[config.mk]
export PLATFORM = sky130hd
export DESIGN_NAME = uart_program_loader
export DESIGN_NICKNAME = d
export VERILOG_FILES = /design/src/rtl/uart_program_loader.sv
export SDC_FILE = /design/constraint.sdc
export NUM_CORES = 1
export LEC_CHECK = 0
export CAP_MARGIN = 20
export CORE_MARGIN = 2
export CORE_UTILIZATION = 27
export DETAILED_ROUTE_END_ITERATION = 8
export PLACE_DENSITY = 0.4
export SYNTH_ARGS = -nofsm -noshare
export SYNTH_HDL_FRONTEND = slang
export SYNTH_SLANG_ARGS = --single-unit
export TNS_END_PERCENT = 10
[constraint.sdc]
create_clock -name clk -period 3.03 [get_ports clk]
set_input_delay 0.303 -clock clk [delete_from_list [all_inputs] [get_ports clk]]
set_output_delay 0.303 -clock clk [all_outputs]
set_load 0.005 [all_outputs]
[src/rtl/uart_program_loader.sv]
// UART boot loader: receives a length-prefixed program image over 8N1 serial,
// writes little-endian 32-bit words into instruction memory, then releases the core.
module uart_program_loader #(
    parameter int CLKS_PER_BIT = 868,
    parameter int ADDR_WIDTH   = 10
) (
    input  logic                  clk,
    input  logic                  rst,
    input  logic                  uart_rx,
    output logic                  imem_we,
    output logic [ADDR_WIDTH-1:0] imem_addr,
    output logic [31:0]           imem_wdata,
    output logic                  cpu_rst,
    output logic                  load_done,
    output logic                  frame_err,
    output logic                  busy
);

    localparam int CW   = $clog2(CLKS_PER_BIT);
    localparam int HALF = CLKS_PER_BIT / 2;

    localparam logic [CW-1:0]         FULL_M1  = CW'(CLKS_PER_BIT - 1);
    localparam logic [CW-1:0]         HALF_M1  = CW'(HALF - 1);
    localparam logic [ADDR_WIDTH-1:0] ADDR_MAX = '1;
    localparam logic [32:0]           CAP      = 33'(1) << ADDR_WIDTH;

    typedef enum logic [1:0] {
        RX_IDLE,
        RX_START,
        RX_DATA,
        RX_STOP
    } rx_state_e;

    typedef enum logic [2:0] {
        LD_HDR_LO,
        LD_HDR_HI,
        LD_WORD,
        LD_LAST,
        LD_DONE
    } ld_state_e;

    // ---------------------------------------------------------------
    // Input synchroniser plus one extra flop for falling-edge detect
    // ---------------------------------------------------------------
    logic meta_q;
    logic sync_q;
    logic prev_q;

    // Two-flop synchroniser for the asynchronous line, idle high
    always_ff @(posedge clk) begin
        if (rst) begin
            meta_q <= 1'b1;
            sync_q <= 1'b1;
            prev_q <= 1'b1;
        end else begin
            meta_q <= uart_rx;
            sync_q <= meta_q;
            prev_q <= sync_q;
        end
    end

    // ---------------------------------------------------------------
    // RX FSM
    // ---------------------------------------------------------------
    rx_state_e     rx_state_q, rx_state_d;
    logic [CW-1:0] cnt_q, cnt_d;
    logic [2:0]    bit_q, bit_d;
    logic [7:0]    shift_q, shift_d;
    logic          byte_valid_q, byte_valid_d;
    logic          frame_err_q, frame_err_d;
    logic          stop_bad;

    // RX state register and bit-timing counters
    always_ff @(posedge clk) begin
        if (rst) begin
            rx_state_q   <= RX_IDLE;
            cnt_q        <= '0;
            bit_q        <= '0;
            shift_q      <= '0;
            byte_valid_q <= 1'b0;
            frame_err_q  <= 1'b0;
        end else begin
            rx_state_q   <= rx_state_d;
            cnt_q        <= cnt_d;
            bit_q        <= bit_d;
            shift_q      <= shift_d;
            byte_valid_q <= byte_valid_d;
            frame_err_q  <= frame_err_d;
        end
    end

    // RX next state: mid-bit sampling, glitch rejection, stop-bit check
    always_comb begin
        rx_state_d   = rx_state_q;
        cnt_d        = cnt_q;
        bit_d        = bit_q;
        shift_d      = shift_q;
        byte_valid_d = 1'b0;
        frame_err_d  = frame_err_q;
        stop_bad     = 1'b0;
        unique case (rx_state_q)
            RX_IDLE: begin
                if (prev_q && !sync_q) begin
                    rx_state_d = RX_START;
                    cnt_d      = '0;
                end
            end
            RX_START: begin
                if (cnt_q == HALF_M1) begin
                    cnt_d      = '0;
                    bit_d      = '0;
                    rx_state_d = sync_q ? RX_IDLE : RX_DATA;
                end else begin
                    cnt_d = cnt_q + CW'(1);
                end
            end
            RX_DATA: begin
                if (cnt_q == FULL_M1) begin
                    cnt_d   = '0;
                    shift_d = {sync_q, shift_q[7:1]};
                    bit_d   = bit_q + 3'd1;
                    if (bit_q == 3'd7) begin
                        rx_state_d = RX_STOP;
                    end
                end else begin
                    cnt_d = cnt_q + CW'(1);
                end
            end
            RX_STOP: begin
                if (cnt_q == FULL_M1) begin
                    cnt_d      = '0;
                    rx_state_d = RX_IDLE;
                    if (sync_q) begin
                        byte_valid_d = 1'b1;
                    end else begin
                        frame_err_d = 1'b1;
                        stop_bad    = 1'b1;
                    end
                end else begin
                    cnt_d = cnt_q + CW'(1);
                end
            end
            default: rx_state_d = RX_IDLE;
        endcase
    end

    // ---------------------------------------------------------------
    // Loader FSM
    // ---------------------------------------------------------------
    ld_state_e             ld_state_q, ld_state_d;
    logic [15:0]           count_q, count_d;
    logic [15:0]           words_q, words_d;
    logic [1:0]            idx_q, idx_d;
    logic [23:0]           word_q, word_d;
    logic                  we_q, we_d;
    logic [ADDR_WIDTH-1:0] addr_q, addr_d;
    logic [31:0]           wdata_q, wdata_d;

    // Loader state, header, word assembly and registered write port
    always_ff @(posedge clk) begin
        if (rst) begin
            ld_state_q <= LD_HDR_LO;
            count_q    <= '0;
            words_q    <= '0;
            idx_q      <= '0;
            word_q     <= '0;
            we_q       <= 1'b0;
            addr_q     <= '0;
            wdata_q    <= '0;
        end else begin
            ld_state_q <= ld_state_d;
            count_q    <= count_d;
            words_q    <= words_d;
            idx_q      <= idx_d;
            word_q     <= word_d;
            we_q       <= we_d;
            addr_q     <= addr_d;
            wdata_q    <= wdata_d;
        end
    end

    // Loader next state: header, LE word packing, capacity-limited writes
    always_comb begin
        ld_state_d = ld_state_q;
        count_d    = count_q;
        words_d    = words_q;
        idx_d      = idx_q;
        word_d     = word_q;
        we_d       = 1'b0;
        addr_d     = addr_q;
        wdata_d    = wdata_q;
        if (we_q && addr_q != ADDR_MAX) begin
            addr_d = addr_q + ADDR_WIDTH'(1);
        end
        if (stop_bad && ld_state_q != LD_DONE) begin
            ld_state_d = LD_HDR_LO;
            idx_d      = '0;
            words_d    = '0;
            addr_d     = '0;
        end else begin
            unique case (ld_state_q)
                LD_HDR_LO: begin
                    if (byte_valid_q) begin
                        count_d[7:0] = shift_q;
                        ld_state_d   = LD_HDR_HI;
                    end
                end
                LD_HDR_HI: begin
                    if (byte_valid_q) begin
                        count_d[15:8] = shift_q;
                        idx_d         = '0;
                        words_d       = '0;
                        if ({shift_q, count_q[7:0]} == 16'd0) begin
                            ld_state_d = LD_DONE;
                        end else begin
                            ld_state_d = LD_WORD;
                        end
                    end
                end
                LD_WORD: begin
                    if (byte_valid_q) begin
                        idx_d = idx_q + 2'd1;
                        unique case (idx_q)
                            2'd0: word_d[7:0]   = shift_q;
                            2'd1: word_d[15:8]  = shift_q;
                            2'd2: word_d[23:16] = shift_q;
                            default: begin
                                words_d = words_q + 16'd1;
                                if ({17'b0, words_q} < CAP) begin
                                    we_d    = 1'b1;
                                    wdata_d = {shift_q, word_q};
                                end
                                if (words_d == count_q) begin
                                    ld_state_d = LD_LAST;
                                end
                            end
                        endcase
                    end
                end
                LD_LAST: ld_state_d = LD_DONE;
                LD_DONE: ld_state_d = LD_DONE;
                default: ld_state_d = LD_HDR_LO;
            endcase
        end
    end

    // Status decode from registered state
    always_comb begin
        load_done = (ld_state_q == LD_DONE);
        cpu_rst   = !load_done;
        busy      = !load_done &&
                    ((rx_state_q != RX_IDLE) ||
                     (ld_state_q == LD_HDR_HI) ||
                     (ld_state_q == LD_WORD && idx_q != 2'd0));
    end

    assign imem_we    = we_q;
    assign imem_addr  = addr_q;
    assign imem_wdata = wdata_q;
    assign frame_err  = frame_err_q;

endmodule

Word level (Yosys, flattened, before mapping)
Cells that the tools add are included.
Cells by class
  $add $sub $neg: 5
  order comparisons: 1
  equality and inequality tests: 25
  mux-type cells: 33
  bitwise operators: 7
  reduce and logical (&&, ||, !) cells: 36
Operators with widths (number)
  2-to-1 mux 16 bit: 3
  one-hot mux 16 bit (2 select lines): 1
  2-to-1 mux 10 bit: 3
  one-hot mux 10 bit (3 select lines): 1
  2-to-1 mux 3 bit: 8
  adder 10 x 1 -> 10 bit (second input constant): 2
  inequality test 2 bit (second input constant): 10
  adder 16 x 1 -> 16 bit (second input constant): 1
  equality test 16 bit: 1
  logical NOT 16 bit: 1
  < comparator 16 x 11 -> 1 bit (second input constant): 1
  2-to-1 mux 2 bit: 8
  AND reduction 4 bit: 4
  AND reduction 3 bit: 5
  AND reduction 5 bit: 3
  one-hot mux 3 bit (4 select lines): 1
  equality test 10 bit (second input constant): 1
  equality test 10 x 9 -> 1 bit (second input constant): 1
  inequality test 10 bit (second input constant): 1
  one-hot mux 2 bit (4 select lines): 1
  nonzero test 2 bit: 4
  NOT 1 bit: 7
  OR reduction 7 bit: 1
  equality test 2 bit (second input constant): 3
  other kinds (18): 35
Word-level totals
  flip-flop bits (word level): 132
  bits of input ports: 3
  output and inout bits: 47
  logic and storage cells: 127

Longest topological paths before layout
Gate-level depths: netlist of the first run.
  depth in word-level cells: 6
  gate-level depth with buffers: 10
  gate-level depth less buffers: 8

Least setup slack after synthesis of the first run
Ideal clock, no wire load.
  kind: register to register
  start point: register words_q[0]
  end point: register ld_state_q[0]
  library setup time: 0.058 ns
  arrival: 1.980 ns
  slack: 0.992 ns
  stages on the path, launching flop included: 8
  buffers on the path: 0
  period minus slack after synthesis: 2.038 ns
  cell sequence: dfxtp_1 > ha_1 > nand3_2 > nor3_2 > mux2i_1 > o21bai_1 > a2111oi_0 > a21o_1
On the way
  cells in the longest elaborated chain, start to end: 4
Ends and longest elaborated chain
  start: declaration: RTL line 152  | logic [15:0] words_q, words_d;
  start signal: assignment: RTL line 173  | words_q <= words_d;
  adder 16 x 1 -> 16 bit: RTL line 228  | words_d = words_q + 16'd1;
  equality test 16 bit: RTL line 233  | if (words_d == count_q) begin
  inequality test 2 bit (no source line)
  AND reduction 5 bit (no source line)
  end signal: assignment: RTL line 171  | ld_state_q <= ld_state_d;
  end: declaration: RTL line 150  | ld_state_e ld_state_q, ld_state_d;
No other way between the ends.
A chain may end at the register's enable or synchronous reset.

Worst setup path in the final report of the first run
  start point: register idx_q[0]
  end point: output busy
On the way
  cells in the longest elaborated chain, start to end: 4
Ends and longest elaborated chain
  start: declaration: RTL line 153  | logic [1:0] idx_q, idx_d;
  start signal: assignment: RTL line 174  | idx_q <= idx_d;
  nonzero test 2 bit: RTL line 254  | (ld_state_q == LD_WORD && idx_q != 2'd0));
  logical AND 1 bit: RTL line 254
  logical OR 1 bit: RTL line 253  | (ld_state_q == LD_HDR_HI) ||
  logical AND 1 bit: RTL line 251  | busy = !load_done &&
  end: declaration: RTL line 16  | output logic busy
No other way between the ends.

==> results of run 1 <==
-- through the flow --
| stage | instances | worst slack, ns | area, um2 |
|---|---|---|---|
| 5_1_grt | 1060 | 0.241 | 7320 |
| 6_report | 1060 | 0.389 | 7320 |
| 2_1_floorplan | 741 | 0.992 | 6110 |
| 3_3_place_gp | 1028 | 0.675 | 6750 |
| 4_1_cts | 1060 | 0.363 | 7320 |
| 3_5_place_dp | 1028 | 0.698 | 6750 |
-- registers in the layout, summed over array words and instances (netlist names), named ones only --
register	count
bit_q	3
frame_err	1
byte_valid_q	1
idx_q	2
prev_q	1
count_q	16
imem_wdata	32
word_q	24
imem_addr	10
shift_q	8
words_q	16
cnt_q	10
rx_state_q	1
sync_q	1
imem_we	1
ld_state_q	3
meta_q	1
-- final timing paths --
path	from	endpoint	slack (ns)	cells past startpoint
worst max register to register	words_q[0]$_SDFFE_PP0P_	ld_state_q[0]$_SDFFE_PP0P_	0.68	7
worst min-delay path	meta_q$_SDFF_PP1_	sync_q$_SDFF_PP1_	0.41	1
worst max-delay path	idx_q[0]$_SDFFE_PP0P_	busy	0.39	5
worst min register to register	meta_q$_SDFF_PP1_	sync_q$_SDFF_PP1_	0.41	1
-- power groups by stage --
| stage | clock (mW) | combinational, mW | sequential [mW] |
|---|---|---|---|
| floorplan | 0 | 0.0631 | 1.78 |
| global placement | 0 | 0.0870 | 1.79 |
| detailed placement | 0 | 0.0887 | 1.79 |
| CTS | 2.04 | 0.0884 | 1.75 |
| global route | 2.12 | 0.0973 | 1.75 |
| finish | 1.97 | 0.0872 | 1.75 |
-- cell families (layout without fill, tap and decap cells) --
group | count (synthesis) | count (layout) | synth area share [%]
multiplexers | 28 | 28 | 4.59
AO/OA/AOI/OAI | 158 | 158 | 15.4
XOR/XNOR | 26 | 26 | 3.73
flip-flops | 132 | 132 | 43.3
buffers and inverters | 69 | 103 | 5.08
adder cells (fa/ha/maj) | 10 | 10 | 2.05
AND/OR/NAND/NOR | 318 | 318 | 25.8
-- layout by cell type, fill, tap and decap left out, drive strengths merged, types with 4 or more instances in the layout --
| master | n |
|---|---|
| dfxtp | 132 |
| nand2 | 115 |
| a21oi | 97 |
| nor2 | 74 |
| clkdlybuf4s50 | 48 |
| nand3 | 41 |
| mux2i | 28 |
| inv | 24 |
| o21ai | 23 |
| xnor2 | 17 |
| clkbuf | 17 |
| nor3 | 14 |
| nand4 | 11 |
| ha | 10 |
| or3 | 10 |
| nor4 | 10 |
| nor3b | 10 |
| xor2 | 9 |
| buf | 9 |
| and3 | 8 |
| a21o | 5 |
| and4 | 5 |
| clkinv | 4 |
-- layer usage --
metal,up-vias,share of wire (%),track usage (%)
met3,9,2.5,3.11
met2,63,46,22.7
met1,2455,50,18.2
met5,-,0,0
li1,2616,-,-
met4,0,1.1,3.44
-- cell type report --
class,instances,area [um2]
well taps,285,357
repair buffers,57,548
multi-input cells,540,3150
clock inverters,15,136
fillers,2365,15100
flip-flops and latches,132,2640
clock buffers,17,425
inverters,14,52.6
==> flow_summary.ini, run 1 <==
[routing]
drtPass1Iterations = 4
post_drt_wl_per_cell_um = 15.1
via_per_inst = 4.85
drt-initial-drc-count = 153
wl_um = 16000
drc_errors = 0
ant_nets = 0
vias = 5143

[power_and_ir_drop]
power.density_nw_per_um2 = 521
p_sw_share_pct = 25.2
p_total_mw = 3.81
seq_power_share_pct = 45.9
p_clk_share_pct = 51.8
vdd_drop_max_uv = 361
internal_power_mw = 2.85
p_leak_nw = 2.47
power_frac_comb_pct = 2.3
switching_power_mw = 0.958

[setup_path]
startpoint_type = flop
slowest_delay_ns = 0.54
path_max_fanout = 10
crit_family = buffers and inverters
crit_required_ns = 2.73
crit_buf_inv = 2
worstSetupPathType = flop to primary output
worstPathCellList = inv_1, ha_1, o31ai_1, a221o_1, clkdlybuf4s50_1
critical_path.slowest_cell = clkdlybuf4s50_1
cp.arrival_ns = 2.34
endpoint_kind = primary output

[sta]
fin_setup_tns_ns = 0
hold_viol = 0
max_freq_mhz = 379
relSlewSlack_pct = 26.6
fin_crit_sh_pct = 87.2
skew_ns = 0.0148
fin_hold_ws_ns = 0.415
drv_slew = 0
tightest_slew_ns = 1.10
setup_viol = 0
fin_crit_ns = 2.64
rsz0062_at_grt = no

[hold_path]
worstHoldPathType = flop to flop

[cts]
cts_resized = 0
cts_tree = done
clkSinkCount = 132
holdBufCountCts = 0
cts_buffer_depth = 2
clk_latency_ns = 0.42
h-tree-depth = 4
cts.clk_slew.worst_paths_ns = 0.06
post_cts_buffers = 0
root_buffer = clkbuf_16
numCtsBuffers = 17

[synthesis]
synth-seq-cells = 132
ys_warn_count = 0
syn_area_per_cell_um2 = 8.24
synth_edf_count = 0
seq_area_frac_synth_pct = 43.3
synth_top_cell_by_area = dfxtp_1
synth.most_common_cell = dfxtp_1
synthArstFlopShare_pct = 0
netlist.area_leader.share_pct = 43.3
ys_types = 69
synth-main-ff-cell = dfxtp_1
synth_common_cells = dfxtp_1 (132), nand2_1 (115), a21oi_1 (96), nor2_1 (73), nand3_1 (38)
synth_area_um2 = 6110
synth_fp_nets = 754
syn_inst = 741
synthTopCellsByArea = dfxtp_1 (43%), a21oi_1 (7.9%), nand2_1 (7.1%), mux2i_1 (4.6%), nor2_1 (4.5%)

[status]
status = complete, no violations

[floorplan]
dieArea_um2 = 23800
initial_core_util_pct = 27.2
std_cell_rows = 55
die_x_um = 154
top_level_ports = 50
design.core.area_um2 = 22400
fp.dieH_um = 154

[finish]
diodes = 0
final_net_count = 775
layout-drive-gt1-share_pct = 8.00
final_util_pct = 32.6
syn_to_final_growth_pct = 19.8

[global_route]
antenna_found_initial = 0
grt_max_degree = 104
grt_overflow_total = 0
grt_pass1_wl_um = 26300
grt_usage_pct = 13.7
grt_pass1_vias = 4934

[placement]
io_buffers = 49
gp_congestion = 0.767
place_hpwl_um = 10800

[flow_run]
maxCapViolCount = 0
Note: power is estimated with default switching activity, not from simulation.
==> run 2, diff against run 1 <==
CORE_MARGIN = 5   (was 2)
RECOVER_POWER = 100   (was default)
==> flow_summary.ini, run 2 (synthesis results as in run 1) <==
[status]
status = complete, no violations

[placement]
gp_congestion = 0.782
place_area_um2 = 6760
io_buffers = 49
place_hpwl_um = 11100

[cts]
cts_tree = done
root_buffer = clkbuf_16
numCtsBuffers = 17
clk_latency_ns = 0.42
holdBufCountCts = 0
post_cts_buffers = 0
cts_resized = 0
h-tree-depth = 4
cts.clk_slew.worst_paths_ns = 0.06
cts_buffer_depth = 2
clkSinkCount = 132

[global_route]
grt_pass1_wl_um = 26600
antenna_found_initial = 0
grt_util_met1_pct = 16.5
grt_max_degree = 74
grtUsageMet3_pct = 3.23
grt_pass1_vias = 5054
grt_usage_pct = 12.7
grt_overflow_total = 0
grt.busiest_layer = met2
met2_usage_pct = 20.6

[setup_path]
endpoint_kind = primary output
path_max_fanout = 13
crit_required_ns = 2.73
worstSetupPathType = flop to primary output
crit_family = buffers and inverters
slowest_delay_ns = 0.61
startpoint_type = flop
cp.arrival_ns = 2.42
worstPathCellList = nor2_1, o31ai_1, a221o_1, dlygate4sd3_1
critical_path.slowest_cell = dlygate4sd3_1
crit_buf_inv = 1

[sta]
rsz0062_at_grt = no
fin_crit_ns = 2.72
drv_slew = 0
max_freq_mhz = 367
setup_viol = 0
tightest_slew_ns = 1.47
skew_ns = 0.00953
fin_setup_tns_ns = 0
relSlewSlack_pct = 1.67
fin_crit_sh_pct = 89.9
hold_viol = 0

[routing]
drc_errors = 0
via_per_inst = 4.91
ant_nets = 0
drt-initial-drc-count = 269
wl_um = 16200
vias = 5205
drtPass1Iterations = 5
post_drt_wl_per_cell_um = 15.3

[floorplan]
fp.dieH_um = 160
die_x_um = 160
top_level_ports = 50
design.core.area_um2 = 22400
dieArea_um2 = 25700
initial_core_util_pct = 27.2
std_cell_rows = 55

[finish]
fillers = 2383
design_area_um2 = 7320
layout-drive-gt1-share_pct = 7.09
layout_common_cells = dfxtp_1 (132), nand2_1 (115), a21oi_1 (97), nor2_1 (73), dlygate4sd3_1 (47)
syn_to_final_growth_pct = 19.8
diodes = 0
layout_commonest_cell = dfxtp_1
largest_reg_flops = 32
final_net_count = 776

[power_and_ir_drop]
vdd_drop_max_uv = 381
power.density_nw_per_um2 = 541
p_leak_nw = 2.65

[hold_path]
worstHoldPathType = flop to flop

[flow_run]
maxCapViolCount = 0
==> run 2: area by class of cell <==
type                    count  area, um2  area share, %
multi-input cells         540       3120           42.6
flip-flops and latches    132       2640           36.1
repair buffers             58        542           7.40
clock buffers              18        429           5.86
well taps                 285        357           4.87
clock inverters            14        176           2.41
inverters                  14       52.6          0.718
==> run 2: stage by stage <==
step	util, %	hold WS, ns	worst slack (ns)	cells	power [mW]
final	32.6	0.419	0.305	1061	3.96
after global placement	30.1	0.402	0.776	1029	1.87
after detailed placement	30.1	0.402	0.716	1029	1.88
after floorplan	-	0.389	0.992	741	1.85
after CTS	32.8	0.272	0.359	1061	4.03
after global routing	32.6	0.428	0.169	1061	4.11
==> run 2: worst reg2reg max path: stages (launching register included) <==
cell	delay [ns]
dfxtp_1	0.41
ha_1	0.25
and4b_1	0.23
nand3_1	0.22
nor3b_1	0.25
clkbuf_1	0.61
nor2_1	0.18
mux2i_1	0.19
nor2_1	0.06
==> run 2: worst paths after layout <==
kind	slack, ns	endpoint	depth (start not counted)	startpoint
worst min-delay path	0.42	sync_q$_SDFF_PP1_	1	meta_q$_SDFF_PP1_
worst min register to register	0.42	sync_q$_SDFF_PP1_	1	meta_q$_SDFF_PP1_
worst max register to register	0.47	bit_q[0]$_SDFFE_PP0P_	8	cnt_q[0]$_SDFFE_PP0P_
worst max-delay path	0.31	busy	4	flop
==> run 2: power by group <==
group | internal (mW) | switching (mW) | total (mW)
logic | 0.0212 | 0.0644 | 0.0856
clock network | 1.30 | 0.823 | 2.13
registers | 1.74 | 0.00705 | 1.75
total | 3.07 | 0.895 | 3.96
==> run 2: layer usage <==
layer  part of all wire [%]  routed length [um]
met1                     49                7980
met2                     46                7480
met3                    3.2                 527
met4                    1.4                 235
met5                      0                   0
